===== src/rtl/prime_pair_search.sv =====
// Searches odd candidates upward from a seed for two consecutive primes p < q,
// using an external combinational prime checker that evaluates cand each cycle.
module prime_pair_search #(
  parameter int WIDTH = 8,
  parameter int CNT_W = 16
) (
  input  logic             clk,
  input  logic             rst_n,
  input  logic             start,
  input  logic [WIDTH-1:0] seed,
  output logic [WIDTH-1:0] cand,
  input  logic             cand_is_prime,
  output logic [WIDTH-1:0] p,
  output logic [WIDTH-1:0] q,
  output logic             busy,
  output logic             done,
  output logic             fail,
  output logic [CNT_W-1:0] cyc_cnt
);

  typedef enum logic [1:0] {
    IDLE     = 2'd0,
    SEARCH_P = 2'd1,
    SEARCH_Q = 2'd2,
    DONE     = 2'd3
  } state_t;

  localparam logic [WIDTH-1:0] CAND_ONE   = {{(WIDTH-1){1'b0}}, 1'b1};
  localparam logic [WIDTH-1:0] CAND_TWO   = {{(WIDTH-2){1'b0}}, 2'b10};
  localparam logic [WIDTH-1:0] CAND_THREE = {{(WIDTH-2){1'b0}}, 2'b11};
  localparam logic [WIDTH-1:0] CAND_MAX   = {WIDTH{1'b1}};
  localparam logic [WIDTH-1:0] CAND_ZERO  = {WIDTH{1'b0}};
  localparam logic [CNT_W-1:0] CNT_MAX    = {CNT_W{1'b1}};
  localparam logic [CNT_W-1:0] CNT_ONE    = {{(CNT_W-1){1'b0}}, 1'b1};
  localparam logic [CNT_W-1:0] CNT_ZERO   = {CNT_W{1'b0}};

  state_t           state_r, state_s;
  logic [WIDTH-1:0] cand_r, cand_s, p_r, p_s, q_r, q_s, seed_odd_s;
  logic             fail_r, fail_s, busy_r, done_r, at_max_s;
  logic [CNT_W-1:0] cnt_r, cnt_s;

  // Next-state and datapath update for the search FSM.
  always_comb begin
    state_s    = state_r;
    cand_s     = cand_r;
    p_s        = p_r;
    q_s        = q_r;
    fail_s     = fail_r;
    cnt_s      = cnt_r;
    seed_odd_s = seed | CAND_ONE;
    at_max_s   = (cand_r == CAND_MAX);
    case (state_r)
      IDLE: begin
        if (start) begin
          p_s     = CAND_ZERO;
          q_s     = CAND_ZERO;
          fail_s  = 1'b0;
          cnt_s   = CNT_ZERO;
          cand_s  = (seed_odd_s == CAND_ONE) ? CAND_THREE : seed_odd_s;
          state_s = SEARCH_P;
        end else begin
          state_s = IDLE;
        end
      end
      SEARCH_P: begin
        if (cand_is_prime) begin
          p_s = cand_r;
        end else begin
          p_s = p_r;
        end
        // The top candidate never advances: cand must not wrap to low values.
        if (at_max_s) begin
          fail_s  = 1'b1;
          state_s = DONE;
        end else if (cand_is_prime) begin
          cand_s  = cand_r + CAND_TWO;
          state_s = SEARCH_Q;
        end else begin
          cand_s  = cand_r + CAND_TWO;
          state_s = SEARCH_P;
        end
      end
      SEARCH_Q: begin
        if (cand_is_prime) begin
          q_s     = cand_r;
          state_s = DONE;
        end else if (at_max_s) begin
          fail_s  = 1'b1;
          state_s = DONE;
        end else begin
          cand_s  = cand_r + CAND_TWO;
          state_s = SEARCH_Q;
        end
      end
      DONE: begin
        state_s = IDLE;
      end
      default: begin
        state_s = IDLE;
      end
    endcase
    if ((state_r == SEARCH_P || state_r == SEARCH_Q) && cnt_r != CNT_MAX) begin
      cnt_s = cnt_r + CNT_ONE;
    end else begin
      cnt_s = cnt_s;
    end
  end

  // State and result registers; busy/done are registered decodes of the next state.
  always_ff @(posedge clk or negedge rst_n) begin
    if (!rst_n) begin
      state_r <= IDLE;
      cand_r  <= CAND_ZERO;
      p_r     <= CAND_ZERO;
      q_r     <= CAND_ZERO;
      fail_r  <= 1'b0;
      cnt_r   <= CNT_ZERO;
      busy_r  <= 1'b0;
      done_r  <= 1'b0;
    end else begin
      state_r <= state_s;
      cand_r  <= cand_s;
      p_r     <= p_s;
      q_r     <= q_s;
      fail_r  <= fail_s;
      cnt_r   <= cnt_s;
      busy_r  <= (state_s == SEARCH_P) || (state_s == SEARCH_Q);
      done_r  <= (state_s == DONE);
    end
  end

  assign cand    = cand_r;
  assign p       = p_r;
  assign q       = q_r;
  assign fail    = fail_r;
  assign cyc_cnt = cnt_r;
  assign busy    = busy_r;
  assign done    = done_r;

endmodule


===== config.mk =====
export PLATFORM = sky130hd
export DESIGN_NAME = prime_pair_search
export DESIGN_NICKNAME = d
export VERILOG_FILES = /design/src/rtl/prime_pair_search.sv
export SDC_FILE = /design/constraint.sdc
export NUM_CORES = 1
export LEC_CHECK = 0
export BUFFER_PORTS_ARGS = -buffer_cell sky130_fd_sc_hd__buf_2
export CAP_MARGIN = 5
export CORE_MARGIN = 2
export CORE_UTILIZATION = 30
export CTS_BUF_LIST = sky130_fd_sc_hd__clkbuf_16
export DETAILED_ROUTE_END_ITERATION = 8
export SLEW_MARGIN = 20
export SYNTH_ARGS = -nofsm -noshare
export SYNTH_HDL_FRONTEND = slang
export SYNTH_SLANG_ARGS = --single-unit

===== constraint.sdc =====
create_clock -name clk -period 2.2 [get_ports clk]
set_clock_uncertainty 0.1 [all_clocks]
set_input_delay 0.22 -clock clk [delete_from_list [all_inputs] [get_ports clk]]
set_output_delay 0.22 -clock clk [all_outputs]
set_load 0.05 [all_outputs]

Word-level counts from Yosys, hierarchy flattened
Index checks and enable logic that the tools add are counted.
{"block": "totals", "regBits": 45, "inputBits": 12, "wordCells": 58, "output_inout_bits": 43}
{"block": "classes", "muxes": 22, "add_sub_neg": 2, "n_reduce_logical": 14, "n_eq_ne": 12}
{"op": "two-way mux 16 bit", "count": 3}
{"op": "two-way mux 8 bit", "count": 6}
{"op": "case mux 8 bit (2 select lines)", "count": 2}
{"op": "case mux 8 bit (3 select lines)", "count": 1}
{"op": "adder 16 x 1 -> 16 bit, second input constant", "count": 1}
{"op": "!= test 16 bit, second input constant", "count": 1}
{"op": "AND reduction 3 bit", "count": 3}
{"op": "adder 8 x 2 -> 8 bit, second input constant", "count": 1}
{"op": "== test 2 bit, second input constant", "count": 4}
{"op": "== test 8 bit, second input constant", "count": 1}
{"op": "!= test 2 bit, second input constant", "count": 4}
{"op": "case mux 2 bit (4 select lines)", "count": 1}
{"op": "nonzero test 2 bit", "count": 4}
{"op": "zero test 7 bit", "count": 1}
{"op": "two-way mux 1 bit", "count": 6}
{"op": "== test 2 x 1 -> 1 bit, second input constant", "count": 2}
{"op": "two-way mux 2 bit", "count": 2}
{"op": "case mux 1 bit (3 select lines)", "count": 1}
{"op": "nonzero test 3 bit", "count": 1}
{"op": "zero test 2 bit", "count": 1}
{"op": "logical OR 1 bit", "count": 2}
{"op": "AND reduction 2 bit", "count": 1}
{"op": "logical AND 1 bit", "count": 1}

Logic depth before layout (Yosys ltp)
{"block": "logic_depth", "ltp_word": 6, "ltp_mapped": 7, "depth_no_buf": 6}

Worst setup path after synthesis
OpenSTA, ideal clock, no wires.
{"block": "synth_path", "path_type": "register -> register", "startpoint": "reg cnt_r[0], in the netlist cyc_cnt[0]", "endpoint": "reg cnt_r[13], in the netlist cyc_cnt[13]", "arrival_ps": 2175, "setup_ps": 124, "path_slack_ps": -199, "period_less_slack_ps": 2399, "n_path_buf": 1, "required_ps": 1976, "stages_incl_launch_ff": 7, "path_cell_list": "dfrtp_1 -> ha_1 -> nand3_2 -> o41a_1 -> buf_2 -> and3_1 -> a211o_1"}
{"block": "synth_between", "elab_chain_cells": 4}
{"element": "start, declared", "line": "40", "rtl": "logic [CNT_W-1:0] cnt_r, cnt_s;"}
{"element": "start signal, assigned", "line": "126", "rtl": "cnt_r <= cnt_s;"}
{"element": "parallel branches: the longest is 4 deep, another holds adder 16 x 1 -> 16 bit"}
Several ways; the timed one is not identified.
A chain may end at the register's enable or synchronous reset.

Final worst setup path
{"block": "layout_path", "startpoint": "reg cnt_r[1], in the netlist cyc_cnt[1]", "endpoint": "reg cnt_r[3], in the netlist cyc_cnt[3]"}
Same word-level chain as after synthesis.

==> flow_summary.yaml <==
critical_path:
  critPathBufInv: 1
  reg2reg_from: "cyc_cnt[1]"
  critical_path_depth: 6
  setup_crit_start_kind: "flip-flop"
  rrSetupSlack_ns: 0.11
  rr_endpoint: "cyc_cnt[3]"
  cp_slowest_cell: "o41a_1"
  critical_path_s_top_delay_family: "compound AO/OA/AOI/OAI gates"
  cp.required_ns: 2.26
  reg2regPathDepth: 6
  crit_fanout: 8
  critical_path_class: "reg2reg"
  arrival_ns: 2.16
  cp-end-kind: "flip-flop"
  delay_of_the_slowest_cell_on_the_worst_path_ns: 0.49
  crit_chain: "ha_1 -> nand3_2 -> o41a_1 -> buf_4 -> and3_1 -> a211o_1"
pwr:
  power_density_mw_per_mm2: 1733
  total_leakage_power_nw: 1.589
  vdd_drop_max_mv: 0.7705
timing:
  hold_fails_final_rpt: 0
  min_period_over_period: 0.9520
  period_minus_slack_ns: 2.094
  top_achievable_clock_speed_ghz: 0.4774
  setup_viol_count_final: 0
  postLayoutSetupSlackWorst_ns: 0.1055
  fin_worst_hold_slack_ns: 0.1638
  slew-limit-headroom: 0.6162
  worst_pin_slew_ns: 0.5757
  grt_setup_unrepaired: "false"
  timing.final.max_slew_violations: 0
logic_synthesis:
  synth_fp_nets: 273
  syn-mean-instance-area_um2: 9.446
  synth_async_sr_flop_share: 1.000
  synth_warnings: 0
  synth.cell_area_mm2: 0.002390
  number_of_enable_flip_flop_cells_after_synthesis: 0
  synth.yosys.seq_area_share: 0.4712
  synthCells: 253
  synth.distinct_cells: 46
  synth_flop_cell: "dfrtp_1"
  postSynthRegisterBits: 45
grt:
  antenna_violations_before_repair: 0
  grt_util_all_layers: 0.1475
  largest_net_degree_at_the_start_of_global_routing: 46
  first_global_vias: 2189
  globalRoute.totalOverflow: 0
  grt_pass1_wl_um: 10480
cells_and_area:
  mostFrequentLayoutCell: "buf_2"
  area_added_between_synthesis_and_finish_pct: 31.26
  nNetsFinal: 355
  drive_gt1_frac: 0.3244
  stdcell_count: 438
  final_core_util: 0.4059
  filler_instances: 775
  num_antenna_cells: 0
  final_cell_mix: "buf_2, dfrtp_1, buf_4"
run:
  timing.max_cap.violations: 0
status:
  result_of_the_run: "finished clean"
hold_path:
  hold_path_depth: 3
  hp-class: "in2reg"
  holdPathEnd: "cand[1]"
  timing.hold.worst.start: "seed[1]"
placed_design:
  place.port_buffers: 53
  pre_cts_ws_ns: 0.09058
  dpl.hpwl_um: 4640
  placed_cells_incl_taps: 427
  weighted_congestion_reported_at_the_end_of_routability_driven_placement: 0.8031
floorplan:
  die-area_mm2: 0.008696
  core_region_area_mm2: 0.007727
  row_count: 32
  floorplan.die.width_um: 93.25
  die-height_um: 93.25
  initial_core_util: 0.3093
  number_of_top_level_pins: 55
clock_network:
  clkTransAtPathRegs_ns: 0.07
  clk-insertion-delay-late_ns: 0.28
  cts_tree: "built"
  max-clock-path-buffers: 2
  cts-htree-levels: 2
  cts_sinks: 45
  num_cts_buffers: 5
  cts_root_buffer: "clkbuf_16"
drt:
  postRouteAntennaNets: 0
  drt-vias-per-instance: 5.199
  dr_total_vias: 2277
  count_of_tritonroute_iterations_in_the_first_routing_pass: 4
  wl_per_cell_um: 14.17
  drt-total-wl_um: 6208
  dr.first_iter.drc_count: 70
  detail_route.drc_violations: 0
-- per-layer routing --
layer	vias to the layer above	GRT usage	part of all wire
li1	1119	-	-
met1	1099	0.2046	0.48
met2	57	0.2392	0.46
met3	2	0.03384	0.052
met4	0	0.02451	0.00064
met5	-	0	0
-- worst reg2reg max path, cell delays in order, from the launching register on --
cell and delay (ns):
dfrtp_2 0.41, ha_1 0.24, nand3_2 0.14, o41a_1 0.49
buf_4 0.19, and3_1 0.18, a211o_1 0.22
-- per-stage QoR --
stage | total power [W] | area, um^2 | setup TNS (ns)
finish | 0.005437 | 3137 | 0
global route | 0.005819 | 3137 | 0
CTS | 0.005459 | 3118 | 0
detailed placement | 0.004689 | 2960 | 0
global placement | 0.004640 | 2960 | 0
floorplan | 0.003626 | 2400 | -0.003831
-- synthesized netlist by cell type, types with 2 or more instances --
| cell type | number | area [um^2] |
|---|---|---|
| and3_1 | 8 | 50.05 |
| nor3b_1 | 3 | 22.52 |
| nand2b_1 | 3 | 18.77 |
| mux2_2 | 2 | 22.52 |
| ha_1 | 8 | 100.1 |
| nand3_1 | 24 | 120.1 |
| a31o_2 | 2 | 17.52 |
| a21o_1 | 2 | 15.01 |
| o22ai_1 | 2 | 12.51 |
| or4_1 | 5 | 37.54 |
| nand4_1 | 8 | 50.05 |
| clkbuf_1 | 7 | 26.28 |
| nand2_1 | 24 | 90.09 |
| dfrtp_1 | 45 | 1126 |
| nor2_1 | 6 | 22.52 |
| a211o_1 | 8 | 70.07 |
| and4_1 | 2 | 17.52 |
| a21oi_1 | 15 | 75.07 |
| nor4_1 | 3 | 18.77 |
| o21ai_0 | 26 | 130.1 |
| a31oi_1 | 4 | 25.02 |
| o31ai_1 | 2 | 15.01 |
| nor3_1 | 9 | 45.04 |
| inv_1 | 12 | 45.04 |
| a221oi_1 | 2 | 17.52 |
-- logic make-up (layout without fill, tap and decap cells) --
kind of cell / Yosys count / after routing / synth area share
buffers and inverters: 23 / 106 / 0.04136
and+or+nand+nor: 98 / 98 / 0.2168
DFF: 45 / 45 / 0.4712
xor gates and xnor gates: 1 / 1 / 0.003666
AOI/OAI and AO/OA: 75 / 75 / 0.2115
muxes: 3 / 3 / 0.01361
adders and majority gates: 8 / 8 / 0.04189
-- flip-flops by register name, summed over array words and instances (netlist names) --
name,count
cand,8
busy,1
fail,1
q,8
done,1
cyc_cnt,16
p,8
state_r,2
-- report_power, final --
group | internal [W] | total [W] | switching (W) | leakage [nW]
Combinational | 0.00109 | 0.00337 | 0.00227 | 0.935
Clock | 0.000423 | 0.000746 | 0.000324 | 0.0738
Sequential | 0.00112 | 0.00132 | 0.000209 | 0.581
-- how the worst max path moves through the flow --
stage | slack, ns | to | start
floorplan | -0.004 | cyc_cnt[13] | cyc_cnt[0]
global placement | 0.13 | cyc_cnt[3] | cyc_cnt[5]
detailed placement | 0.09 | cyc_cnt[3] | cyc_cnt[5]
CTS | 0.08 | cand[7] | state_r[0]
global route | 0.007 | cyc_cnt[3] | cyc_cnt[1]
finish | 0.11 | cyc_cnt[3] | cyc_cnt[1]
-- timing repair --
| item | in CTS | in global routing |
|---|---|---|
| endpoints found under the hold margin | 45 | 0 |
| setup buffers | 0 | 2 |
| resized for setup | 0 | 2 |
| endpoints found under the setup margin | 0 | 2 |
| hold buffers | 1 | 0 |
-- cell type report --
cell class                 instances  area [um^2]  share of cell area
clock buffer                       5        125.1             0.03989
clock inverter                     3        22.52            0.007180
inverter                          13        52.55             0.01675
multi-input combinational        185         1165              0.3714
sequential                        45         1136              0.3622
tap                              102        127.6             0.04069
timing repair buffer              85        508.0              0.1619
Power figures use the tool's default switching activity.
